### src/rtl/mips_pkg.sv
// rtl/mips_pkg.sv - shared encodings for the multicycle MIPS controller
// Purpose : FSM state encoding, opcode/funct constants, control-field
//           encodings and the decoded-field bundle.
// Ports   : none (package).
package mips_pkg;

   typedef enum logic [2:0] {
      ST_IDLE   = 3'd0,
      ST_FETCH  = 3'd1,
      ST_DECODE = 3'd2,
      ST_EXEC   = 3'd3,
      ST_MEM    = 3'd4,
      ST_WB     = 3'd5,
      ST_HALT   = 3'd6
   } state_t;

   // Instruction class: selects the FSM path after DECODE
   typedef enum logic [2:0] {
      CLS_NOP,
      CLS_ALU,
      CLS_LOAD,
      CLS_STORE,
      CLS_BRANCH,
      CLS_JUMP,
      CLS_JAL,
      CLS_ILLEGAL
   } instr_cls_t;

   localparam logic [5:0] OP_RTYPE = 6'h00;
   localparam logic [5:0] OP_J     = 6'h02;
   localparam logic [5:0] OP_JAL   = 6'h03;
   localparam logic [5:0] OP_BEQ   = 6'h04;
   localparam logic [5:0] OP_ADDI  = 6'h08;
   localparam logic [5:0] OP_ADDIU = 6'h09;
   localparam logic [5:0] OP_SLTI  = 6'h0A;
   localparam logic [5:0] OP_ORI   = 6'h0D;
   localparam logic [5:0] OP_LUI   = 6'h0F;
   localparam logic [5:0] OP_LB    = 6'h20;
   localparam logic [5:0] OP_LH    = 6'h21;
   localparam logic [5:0] OP_LW    = 6'h23;
   localparam logic [5:0] OP_LBU   = 6'h24;
   localparam logic [5:0] OP_LHU   = 6'h25;
   localparam logic [5:0] OP_SB    = 6'h28;
   localparam logic [5:0] OP_SH    = 6'h29;
   localparam logic [5:0] OP_SW    = 6'h2B;

   localparam logic [5:0] FN_JR    = 6'h08;
   localparam logic [5:0] FN_ADDU  = 6'h21;
   localparam logic [5:0] FN_SUBU  = 6'h23;
   localparam logic [5:0] FN_SLT   = 6'h2A;

   localparam logic [3:0] ALU_ADD  = 4'b0010;
   localparam logic [3:0] ALU_SUB  = 4'b0011;
   localparam logic [3:0] ALU_OR   = 4'b0101;
   localparam logic [3:0] ALU_SLT  = 4'b1100;

   localparam logic [1:0] REGDST_RT  = 2'b00;
   localparam logic [1:0] REGDST_RD  = 2'b01;
   localparam logic [1:0] REGDST_R31 = 2'b10;

   localparam logic [1:0] REGSRC_ALU = 2'b00;
   localparam logic [1:0] REGSRC_MEM = 2'b01;
   localparam logic [1:0] REGSRC_PC4 = 2'b10;

   localparam logic [1:0] ALUSRC_REG = 2'b00;
   localparam logic [1:0] ALUSRC_IMM = 2'b01;

   localparam logic [1:0] EXT_SIGN  = 2'b00;
   localparam logic [1:0] EXT_ZERO  = 2'b01;
   localparam logic [1:0] EXT_UPPER = 2'b10;

   typedef struct packed {
      logic [1:0] regdst;
      logic [1:0] regsrc;
      logic [1:0] alusrc;
      logic [1:0] extop;
      logic [3:0] aluop;
   } dec_fields_t;

endpackage

### src/rtl/multicycle_ctrl_if.sv
// rtl/multicycle_ctrl_if.sv - controller <-> datapath/memory signal bundle
// Purpose : groups instruction, flag, memory handshake and control outputs.
// Modports: master = controller (drives controls), slave = datapath side.
// Config  : MCTRL_ILLEGAL_TRAP_EN adds the 1-bit illegal output.
interface multicycle_ctrl_if;
   logic [31:0] instr;
   logic        zero;
   logic        mem_ready;
   logic        mem_req;
   logic        memwrite;
   logic        irwrite;
   logic        pcwrite;
   logic        regwrite;
   logic [1:0]  regdst;
   logic [1:0]  regsrc;
   logic [1:0]  alusrc;
   logic [1:0]  extop;
   logic [3:0]  aluop;
   logic        npc_sel;
   logic        jump;
   logic [2:0]  state;
`ifdef MCTRL_ILLEGAL_TRAP_EN
   logic        illegal;

   modport master (
      input  instr, zero, mem_ready,
      output mem_req, memwrite, irwrite, pcwrite, regwrite,
             regdst, regsrc, alusrc, extop, aluop, npc_sel, jump, state, illegal
   );
   modport slave (
      output instr, zero, mem_ready,
      input  mem_req, memwrite, irwrite, pcwrite, regwrite,
             regdst, regsrc, alusrc, extop, aluop, npc_sel, jump, state, illegal
   );
`else
   modport master (
      input  instr, zero, mem_ready,
      output mem_req, memwrite, irwrite, pcwrite, regwrite,
             regdst, regsrc, alusrc, extop, aluop, npc_sel, jump, state
   );
   modport slave (
      output instr, zero, mem_ready,
      input  mem_req, memwrite, irwrite, pcwrite, regwrite,
             regdst, regsrc, alusrc, extop, aluop, npc_sel, jump, state
   );
`endif
endinterface

### src/rtl/instr_decode.sv
// rtl/instr_decode.sv - combinational instruction-to-control-field decoder
// Purpose : classifies the instruction and produces its datapath fields.
// Ports   : i_instr  - instruction register contents
//           o_cls    - instruction class (CLS_ILLEGAL for unsupported)
//           o_fields - regdst/regsrc/alusrc/extop/aluop for this instruction
module instr_decode
   import mips_pkg::*;
(
   input  logic [31:0] i_instr,
   output instr_cls_t  o_cls,
   output dec_fields_t o_fields
);

   logic [5:0] w_op;
   logic [5:0] w_funct;

   assign w_op    = i_instr[31:26];
   assign w_funct = i_instr[5:0];

   always_comb begin
      o_cls    = CLS_ILLEGAL;
      o_fields = '0;
      // An all-zero word is the canonical NOP regardless of funct decoding
      if (i_instr == 32'd0) begin
         o_cls = CLS_NOP;
      end else begin
         case (w_op)
            OP_RTYPE: begin
               case (w_funct)
                  FN_ADDU: begin
                     o_cls = CLS_ALU;
                     o_fields.regdst = REGDST_RD;
                     o_fields.aluop  = ALU_ADD;
                  end
                  FN_SUBU: begin
                     o_cls = CLS_ALU;
                     o_fields.regdst = REGDST_RD;
                     o_fields.aluop  = ALU_SUB;
                  end
                  FN_SLT: begin
                     o_cls = CLS_ALU;
                     o_fields.regdst = REGDST_RD;
                     o_fields.aluop  = ALU_SLT;
                  end
                  FN_JR:   o_cls = CLS_JUMP;
                  default: o_cls = CLS_ILLEGAL;
               endcase
            end
            OP_J: o_cls = CLS_JUMP;
            OP_JAL: begin
               o_cls = CLS_JAL;
               o_fields.regdst = REGDST_R31;
               o_fields.regsrc = REGSRC_PC4;
            end
            OP_BEQ: begin
               o_cls = CLS_BRANCH;
               o_fields.alusrc = ALUSRC_REG;
               o_fields.aluop  = ALU_SUB;
            end
            OP_ADDI, OP_ADDIU: begin
               o_cls = CLS_ALU;
               o_fields.alusrc = ALUSRC_IMM;
               o_fields.extop  = EXT_SIGN;
               o_fields.aluop  = ALU_ADD;
            end
            OP_SLTI: begin
               o_cls = CLS_ALU;
               o_fields.alusrc = ALUSRC_IMM;
               o_fields.extop  = EXT_SIGN;
               o_fields.aluop  = ALU_SLT;
            end
            OP_ORI: begin
               o_cls = CLS_ALU;
               o_fields.alusrc = ALUSRC_IMM;
               o_fields.extop  = EXT_ZERO;
               o_fields.aluop  = ALU_OR;
            end
            OP_LUI: begin
               // Extender already places imm in the upper half; ALU adds rs ($0)
               o_cls = CLS_ALU;
               o_fields.alusrc = ALUSRC_IMM;
               o_fields.extop  = EXT_UPPER;
               o_fields.aluop  = ALU_ADD;
            end
            OP_LB, OP_LH, OP_LW, OP_LBU, OP_LHU: begin
               o_cls = CLS_LOAD;
               o_fields.regsrc = REGSRC_MEM;
               o_fields.alusrc = ALUSRC_IMM;
               o_fields.extop  = EXT_SIGN;
               o_fields.aluop  = ALU_ADD;
            end
            OP_SB, OP_SH, OP_SW: begin
               o_cls = CLS_STORE;
               o_fields.alusrc = ALUSRC_IMM;
               o_fields.extop  = EXT_SIGN;
               o_fields.aluop  = ALU_ADD;
            end
            default: o_cls = CLS_ILLEGAL;
         endcase
      end
   end

endmodule

### src/rtl/multicycle_ctrl.sv
// rtl/multicycle_ctrl.sv - multicycle MIPS control FSM
// Purpose : sequences FETCH/DECODE/EXEC/MEM/WB and gates the strobes.
// Ports   : clk   - clock, rising edge
//           rst_n - asynchronous active-low reset
//           bus   - multicycle_ctrl_if.master (instr, zero, mem_ready in;
//                   memory request, strobes, decoded fields, state out)
// Config  : MCTRL_ILLEGAL_TRAP_EN - unsupported encodings raise illegal
//           and park the FSM in HALT; otherwise they execute as NOP.
module multicycle_ctrl
   import mips_pkg::*;
(
   input  logic              clk,
   input  logic              rst_n,
   multicycle_ctrl_if.master bus
);

   state_t      r_state;
   logic        r_mem_req;
   logic        r_memwrite;
   logic        r_regwrite;

   instr_cls_t  w_cls;
   dec_fields_t w_dec;
   logic        w_illegal;
   logic        w_in_window;
   logic        w_is_jump;

   instr_decode u_decode (
      .i_instr  (bus.instr),
      .o_cls    (w_cls),
      .o_fields (w_dec)
   );

`ifdef MCTRL_ILLEGAL_TRAP_EN
   assign w_illegal = (w_cls == CLS_ILLEGAL);
`else
   assign w_illegal = 1'b0;
`endif

   // mem_req/memwrite/regwrite are registered on the transition into the
   // state that owns them, so they are already valid for that whole state.
   always_ff @(posedge clk or negedge rst_n) begin
      if (!rst_n) begin
         r_state    <= ST_IDLE;
         r_mem_req  <= 1'b0;
         r_memwrite <= 1'b0;
         r_regwrite <= 1'b0;
      end else begin
         r_regwrite <= 1'b0;
         case (r_state)
            ST_IDLE: begin
               r_state   <= ST_FETCH;
               r_mem_req <= 1'b1;
            end
            ST_FETCH: begin
               if (bus.mem_ready) begin
                  r_state   <= ST_DECODE;
                  r_mem_req <= 1'b0;
               end
            end
            ST_DECODE: begin
               if (w_illegal) begin
                  r_state <= ST_HALT;
               end else begin
                  case (w_cls)
                     CLS_ALU, CLS_LOAD, CLS_STORE, CLS_BRANCH: r_state <= ST_EXEC;
                     CLS_JAL: begin
                        r_state    <= ST_WB;
                        r_regwrite <= 1'b1;
                     end
                     default: begin
                        // NOP, j, jr and (untrapped) unsupported encodings
                        r_state   <= ST_FETCH;
                        r_mem_req <= 1'b1;
                     end
                  endcase
               end
            end
            ST_EXEC: begin
               case (w_cls)
                  CLS_LOAD, CLS_STORE: begin
                     r_state    <= ST_MEM;
                     r_mem_req  <= 1'b1;
                     r_memwrite <= (w_cls == CLS_STORE);
                  end
                  CLS_ALU: begin
                     r_state    <= ST_WB;
                     r_regwrite <= 1'b1;
                  end
                  default: begin
                     r_state   <= ST_FETCH;
                     r_mem_req <= 1'b1;
                  end
               endcase
            end
            ST_MEM: begin
               if (bus.mem_ready) begin
                  r_memwrite <= 1'b0;
                  if (w_cls == CLS_LOAD) begin
                     r_state    <= ST_WB;
                     r_mem_req  <= 1'b0;
                     r_regwrite <= 1'b1;
                  end else begin
                     // Store completes straight into the next fetch request
                     r_state   <= ST_FETCH;
                     r_mem_req <= 1'b1;
                  end
               end
            end
            ST_WB: begin
               r_state   <= ST_FETCH;
               r_mem_req <= 1'b1;
            end
            ST_HALT: r_state <= ST_HALT;
            default: begin
               r_state    <= ST_IDLE;
               r_mem_req  <= 1'b0;
               r_memwrite <= 1'b0;
            end
         endcase
      end
   end

   // Decoded fields are visible from DECODE to the instruction's last state
   assign w_in_window = (r_state == ST_DECODE) || (r_state == ST_EXEC) ||
                        (r_state == ST_MEM)    || (r_state == ST_WB);
   assign w_is_jump   = (r_state == ST_DECODE) && !w_illegal &&
                        ((w_cls == CLS_JUMP) || (w_cls == CLS_JAL));

   assign bus.mem_req  = r_mem_req;
   assign bus.memwrite = r_memwrite;
   assign bus.regwrite = r_regwrite;
   assign bus.irwrite  = (r_state == ST_FETCH) && bus.mem_ready;
   assign bus.pcwrite  = ((r_state == ST_FETCH) && bus.mem_ready) || w_is_jump ||
                         ((r_state == ST_EXEC) && (w_cls == CLS_BRANCH) && bus.zero);
   assign bus.jump     = w_is_jump;
   assign bus.npc_sel  = (r_state == ST_EXEC) && (w_cls == CLS_BRANCH);
   assign bus.regdst   = w_in_window ? w_dec.regdst : 2'b00;
   assign bus.regsrc   = w_in_window ? w_dec.regsrc : 2'b00;
   assign bus.alusrc   = w_in_window ? w_dec.alusrc : 2'b00;
   assign bus.extop    = w_in_window ? w_dec.extop  : 2'b00;
   assign bus.aluop    = w_in_window ? w_dec.aluop  : 4'b0000;
   assign bus.state    = r_state;

`ifdef MCTRL_ILLEGAL_TRAP_EN
   assign bus.illegal  = ((r_state == ST_DECODE) && w_illegal) || (r_state == ST_HALT);
`endif

endmodule

### src/flat_wrapper.sv
// flat-port wrapper written by rule: the top's interface ports become plain ports
module multicycle_ctrl_flat import mips_pkg::*;
  (clk, rst_n, bus_instr, bus_zero, bus_mem_ready, bus_mem_req, bus_memwrite, bus_irwrite, bus_pcwrite, bus_regwrite, bus_regdst, bus_regsrc, bus_alusrc, bus_extop, bus_aluop, bus_npc_sel, bus_jump, bus_state);
  multicycle_ctrl_if bus_i ();
  input  logic clk;
  input  logic rst_n;
  input wire logic [$bits(bus_i.instr)-1:0] bus_instr;
  input wire logic [$bits(bus_i.zero)-1:0] bus_zero;
  input wire logic [$bits(bus_i.mem_ready)-1:0] bus_mem_ready;
  output wire logic [$bits(bus_i.mem_req)-1:0] bus_mem_req;
  output wire logic [$bits(bus_i.memwrite)-1:0] bus_memwrite;
  output wire logic [$bits(bus_i.irwrite)-1:0] bus_irwrite;
  output wire logic [$bits(bus_i.pcwrite)-1:0] bus_pcwrite;
  output wire logic [$bits(bus_i.regwrite)-1:0] bus_regwrite;
  output wire logic [$bits(bus_i.regdst)-1:0] bus_regdst;
  output wire logic [$bits(bus_i.regsrc)-1:0] bus_regsrc;
  output wire logic [$bits(bus_i.alusrc)-1:0] bus_alusrc;
  output wire logic [$bits(bus_i.extop)-1:0] bus_extop;
  output wire logic [$bits(bus_i.aluop)-1:0] bus_aluop;
  output wire logic [$bits(bus_i.npc_sel)-1:0] bus_npc_sel;
  output wire logic [$bits(bus_i.jump)-1:0] bus_jump;
  output wire logic [$bits(bus_i.state)-1:0] bus_state;
  assign bus_i.instr = bus_instr;
  assign bus_i.zero = bus_zero;
  assign bus_i.mem_ready = bus_mem_ready;
  assign bus_mem_req = bus_i.mem_req;
  assign bus_memwrite = bus_i.memwrite;
  assign bus_irwrite = bus_i.irwrite;
  assign bus_pcwrite = bus_i.pcwrite;
  assign bus_regwrite = bus_i.regwrite;
  assign bus_regdst = bus_i.regdst;
  assign bus_regsrc = bus_i.regsrc;
  assign bus_alusrc = bus_i.alusrc;
  assign bus_extop = bus_i.extop;
  assign bus_aluop = bus_i.aluop;
  assign bus_npc_sel = bus_i.npc_sel;
  assign bus_jump = bus_i.jump;
  assign bus_state = bus_i.state;
  multicycle_ctrl u_core (.clk(clk), .rst_n(rst_n), .bus(bus_i));
endmodule
### config.mk
export PLATFORM = sky130hd
export DESIGN_NAME = multicycle_ctrl_flat
export DESIGN_NICKNAME = d
export VERILOG_FILES = /design/src/rtl/mips_pkg.sv /design/src/rtl/multicycle_ctrl_if.sv /design/src/rtl/instr_decode.sv /design/src/rtl/multicycle_ctrl.sv /design/src/flat_wrapper.sv
export SDC_FILE = /design/constraint.sdc
export NUM_CORES = 1
export LEC_CHECK = 0
export CAP_MARGIN = 25
export CORE_AREA = 2 2 51 58
export CTS_BUF_LIST = sky130_fd_sc_hd__clkbuf_8
export CTS_CLUSTER_DIAMETER = 60
export DETAILED_ROUTE_END_ITERATION = 8
export DIE_AREA = 0 0 53 60
export PLACE_DENSITY = 0.84
export SETUP_SLACK_MARGIN = 0.02
export SYNTH_ARGS = -nofsm -noshare
export SYNTH_HDL_FRONTEND = slang
export SYNTH_SLANG_ARGS = --single-unit
### constraint.sdc
create_clock -name clk -period 8.6 [get_ports clk]
set_input_delay 2.58 -clock clk [delete_from_list [all_inputs] [get_ports clk]]
set_output_delay 2.58 -clock clk [all_outputs]
set_load 0.02 [all_outputs]
# [After elaboration in Yosys (flattened, before gate mapping)]
# Index checks and enable logic that the tools add are counted.
[totals] register_bits=6 word_cells=105
[op_classes] eq_ne=37 mux=35 n_bitwise=2 n_reduce_logical=27
[op_table] cell="equality test 6 bit (second input constant)" count=11
[op_table] cell="equality test 6 x 4 -> 1 bit (second input constant)" count=6
[op_table] cell="zero test 32 bit" count=1
[op_table] cell="one-hot mux 3 bit (7 select lines)" count=1
[op_table] cell="one-hot mux 4 bit (5 select lines)" count=1
[op_table] cell="OR reduction 5 bit" count=4
[op_table] cell="equality test 3 bit (second input constant)" count=6
[op_table] cell="one-hot mux 3 bit (2 select lines)" count=3
[op_table] cell="one-hot mux 3 bit (6 select lines)" count=1
[op_table] cell="OR reduction 13 bit" count=1
[op_table] cell="equality test 3 x 2 -> 1 bit (second input constant)" count=4
[op_table] cell="equality test 6 x 2 -> 1 bit (second input constant)" count=2
[op_table] cell="two-way mux 1 bit" count=12
[op_table] cell="two-way mux 12 bit" count=1
[op_table] cell="two-way mux 3 bit" count=4
[op_table] cell="one-hot mux 2 bit (2 select lines)" count=3
[op_table] cell="one-hot mux 4 bit (3 select lines)" count=1
[op_table] cell="OR reduction 11 bit" count=1
[op_table] cell="!= test 2 bit (second input constant)" count=5
[op_table] cell="two-way mux 2 bit" count=4
[op_table] cell="equality test 3 x 1 -> 1 bit (second input constant)" count=2
[op_table] cell="equality test 6 x 3 -> 1 bit (second input constant)" count=1
[op_table] cell="zero test 6 bit" count=1
[op_table] cell="logical OR 1 bit" count=6
[op_table] cell="other kinds (12)" count=19

# [Depth between registers and ports, before layout]
[depth] word_depth=10 mapped_depth=9 mapped_depth_nobuf=7

# [Modules after synthesis]
# A second synthesis with hierarchy kept.
[unflattened] cells_unflattened=155 hier_area_um2=1093.5
[modules_own_cells] module="multicycle_ctrl" instances=1 cells_per_inst=74 area_each_um2=596.8 seq_area_each_um2=150.1
[modules_own_cells] module="instr_decode" instances=1 cells_per_inst=81 area_each_um2=496.7 seq_area_each_um2=0.0

# [Least setup slack after synthesis]
# OpenSTA, ideal clock, no wires.
[synth_timing] path_kind="input port to output port" from="input port bus_instr[30]" to="output port bus_pcwrite" arrival_time_ns=4.114 required_ns=6.020 setup_slack_ns=1.906 stages=8 path_cell_list="buf_2 -> nor2_1 -> nand3_1 -> and2b_2 -> a21oi_1 -> mux2i_1 -> nor3b_2 -> a211o_1"
[synth_between] elab_chain_cells=9
[synth_rtl] element="start: declaration" line="flat_wrapper.sv:7" source="input wire logic [$bits(bus_i.instr)-1:0] bus_instr;"
[synth_rtl] element="equality test 6 bit or equality test 6 x 4 -> 1 bit (tied branches)" line="instr_decode.sv:27" source="case (w_op)"
[synth_rtl] element="OR reduction 5 bit (tied with other cells)" line="instr_decode.sv:27"
[synth_rtl] element="one-hot mux 3 bit (7 select lines)" line="instr_decode.sv:27"
[synth_rtl] element="two-way mux 3 bit *" line="instr_decode.sv:24" source="if (i_instr == 32'd0) begin"
[synth_rtl] element="equality test 3 bit" line="multicycle_ctrl.sv:128" source="((w_cls == CLS_JUMP) || (w_cls == CLS_JAL));"
[synth_rtl] element="logical OR 1 bit *" line="multicycle_ctrl.sv:128"
[synth_rtl] element="logical AND 1 bit *" line="multicycle_ctrl.sv:127" source="assign w_is_jump = (r_state == ST_DECODE) && !w_illegal &&"
[synth_rtl] element="net bus_jump" line="flat_wrapper.sv:21" source="output wire logic [$bits(bus_i.jump)-1:0] bus_jump;"
[synth_rtl] element="logical OR 1 bit * (2 in series)" line="multicycle_ctrl.sv:134" source="assign bus.pcwrite = ((r_state == ST_FETCH) && bus.mem_ready) || w_is_jump ||"
[synth_rtl] element="end: declaration" line="flat_wrapper.sv:13" source="output wire logic [$bits(bus_i.pcwrite)-1:0] bus_pcwrite;"
# The timed path passes the listed nets; every way through them passes the cells marked *.

# [Worst setup path in the final report]
[layout_timing] from="input port bus_instr[29]" to="output port bus_pcwrite"
[layout_between] elab_chain_cells=9
[layout_rtl] element="equality test 6 bit or equality test 6 x 4 -> 1 bit (tied branches)" line="instr_decode.sv:27"
[layout_rtl] element="OR reduction 5 bit (tied with other cells)" line="instr_decode.sv:27"
[layout_rtl] element="one-hot mux 3 bit (7 select lines)" line="instr_decode.sv:27"
[layout_rtl] element="two-way mux 3 bit *" line="instr_decode.sv:24"
[layout_rtl] element="equality test 3 bit" line="multicycle_ctrl.sv:128"
[layout_rtl] element="logical OR 1 bit" line="multicycle_ctrl.sv:128"
[layout_rtl] element="logical AND 1 bit" line="multicycle_ctrl.sv:127"
[layout_rtl] element="logical OR 1 bit" line="multicycle_ctrl.sv:134"
[layout_rtl] element="logical OR 1 bit *" line="multicycle_ctrl.sv:134"
# Mark *: on every way between the ends. The rest lies on a longest branch, timed or not.

==> results.json <==
{
  "antenna_found_initial": 0,
  "finalCoreUtilization_pct": 62.2,
  "syn_avg_cell_area_um2": 7.61,
  "drt_iter0_drc": 32,
  "tightest_slew_ns": 0.648,
  "startpoint_type": "primary input",
  "placementRows": 20,
  "chipWidth_um": 53,
  "crit_path_end_kind": "output pin",
  "fillers": 240,
  "cts_resized": 0,
  "grt_max_degree": 18,
  "drive_above_1_share_pct": 9.52,
  "final-setup-viol-count": 0,
  "track_usage_pct": 20.7,
  "yosys.area_share.xor_xnor_pct": 2.47,
  "initial_core_util_pct": 40.5,
  "slew_violations": 0,
  "cts_setup_buffers": 0,
  "portBuffers": 56,
  "tns_ns": 0,
  "yosys_warnings": 0,
  "dr_total_vias": 1266,
  "overflow": 0,
  "powerDensity_nw_per_um2": 148,
  "drt_pass1_iterations": 4,
  "rsz0062_at_grt": "false",
  "instances_no_fill": 222,
  "hpwlAfterDp_mm": 2.62,
  "synthMuxAreaShare_pct": 6.46,
  "viasPerCell": 5.70,
  "layout_commonest_cell": "clkdlybuf4s50_1",
  "synth-edff-count": 0,
  "wl_mm": 3.19,
  "synthesis.nets": 176,
  "antenna_cells": 0,
  "clk_pin_slew_ns": 0.04,
  "ys_seq_area_share_pct": 14.1,
  "synth_compound_area_share_pct": 27.0,
  "syn_area_um2": 1060,
  "final_nets": 227,
  "cellLeakagePower_nw": 0.601,
  "fin_crit_sh_pct": 91.9,
  "dominantRegCellSynth": "dfrtp_1",
  "final_cell_mix": "clkdlybuf4s50_1, nor2_1, nor3_1",
  "cts_tree": "yes",
  "worstSkewPairLatency_ns": 0.23,
  "synthCells": 140,
  "synth_top_family_by_area": "simple AND/OR/NAND/NOR gates",
  "cts_buffers": 3,
  "cap_violations": 0,
  "drcViolationCount": 0,
  "cts_root_buffer": "clkbuf_8",
  "async_reset_ff_share_pct": 100,
  "critPathRequiredTime_ns": 6.02,
  "holdWs_ns": 0.517,
  "die_h_um": 60,
  "maxClockFrequency_ghz": 0.127,
  "grt_first_pass_wirelength_mm": 5.03,
  "hp-class": "flop to flop",
  "dieArea_um2": 3180,
  "htreeDepth": 1,
  "num_io_pins": 58,
  "ant_nets": 0,
  "maxSlewHeadroom_pct": 56.7,
  "period_needed_ns": 7.90,
  "ir_drop_mv": 0.107,
  "grt_pass1_vias": 1147,
  "area_delta_synth_final_pct": 53.6,
  "cp.arrival_ns": 5.32,
  "hold_viol_final": 0,
  "power_mw": 0.242,
  "gp_congestion": 0.864,
  "core-area_um2": 2630,
  "yosysUniqueCellTypes": 58,
  "synthSimpleGateAreaFrac_pct": 41.7,
  "skew_ns": 0.00300,
  "cts_buffer_depth": 2,
  "path_class": "primary input to output pin",
  "outcome": "completed",
  "synthAdderAreaFrac_pct": 0,
  "cts_hold_buf": 0,
  "cts.sinks": 6,
  "cp_max_fo": 17,
  "synth_seq_cells": 6,
  "placedCellCount": 219,
  "wl_per_cell_um": 14.4
}
==> critical path, stage by stage <==
cell and delay [ns]:
clkdlybuf4s50_1 0.89, nor2_1 0.13, nand3_1 0.14, and2b_2 0.27, a21oi_1 0.23, mux2i_1 0.25, nor3b_2 0.07, a211o_1 0.23
clkdlybuf4s50_1 0.53
==> cells by family (layout without fill, tap and decap cells) <==
group / Yosys count / after routing
compound gates: 39 / 39
xor+xnor: 3 / 3
buf+inv: 13 / 62
flops: 6 / 6
mux: 5 / 5
other cells: 1 / 1
simple gates: 73 / 73
==> report_power, final <==
group	internal [mW]	switching (mW)	leakage (nW)
combinational	0.0740	0.0735	0.504
sequential	0.0378	0.0139	0.0758
clock	0.0301	0.0124	0.0216
==> sequential cells by signal, summed over array words and instances, names as in the netlist <==
register             flops
u_core.bus.state         3
u_core.bus.memwrite      1
u_core.bus.mem_req       1
u_core.bus.regwrite      1
==> metal layers <==
metal  global-route usage (%)  routed length [um]  vias to the layer above
met4                     8.79                  34                        0
li1                         -                   -                      629
met1                     24.5                1270                      595
met5                        0                   0                        -
met2                     38.4                1760                       38
met3                    0.750                 120                        4
==> synthesized netlist by cell type (2+ instances only) <==
master    number  area share [%]
a211o_1        3             2.5
a21o_1         2             1.4
a21oi_1        5             2.3
a22oi_1        3             2.1
a31oi_1        2             1.2
and3_1         3             1.8
buf_4          5             3.5
buf_6          2             2.1
clkbuf_1       2            0.71
dfrtp_1        6              14
inv_1          3             1.1
mux2i_1        2             1.9
nand2_1        8             2.8
nand2b_1       8             4.7
nand3_1        2            0.94
nor2_1        15             5.3
nor2b_1        6             3.5
nor3_1         9             4.2
nor4_1         6             3.5
o211ai_1       3             2.1
o21ai_0        3             1.4
o21ai_1        4             1.9
xor2_1         3             2.5
==> final timing paths <==
path                                           from             endpoint  slack [ns]  depth (start not counted)
worst max-delay path                  bus_instr[29]          bus_pcwrite        0.70                          9
worst min-delay path             u_core.bus.mem_req   u_core.bus.mem_req        0.52                          1
worst max register to register  u_core.bus.state[2]   u_core.bus.mem_req        6.90                          5
worst min register to register   u_core.bus.mem_req   u_core.bus.mem_req        0.52                          1
max in group asynchronous                     rst_n  u_core.bus.regwrite        5.78                          1
min in group asynchronous                     rst_n   u_core.bus.mem_req        2.60                          1
==> through the flow <==
stage,setup slack (ns),instance area [um^2]
6_report,0.699,1640
4_1_cts,0.695,1640
5_1_grt,0.495,1640
3_3_place_gp,0.809,1590
3_5_place_dp,0.705,1590
2_1_floorplan,1.91,1060
==> cell type report <==
cell class | count | area (um^2) | share of cell area (%)
Sequential cell | 6 | 150 | 9.18
Inverter | 3 | 11.3 | 0.689
Multi-Input combinational cell | 121 | 831 | 50.8
Clock buffer | 3 | 41.3 | 2.52
Timing Repair Buffer | 56 | 561 | 34.3
Tap cell | 33 | 41.3 | 2.52
Power figures use the tool's default switching activity.
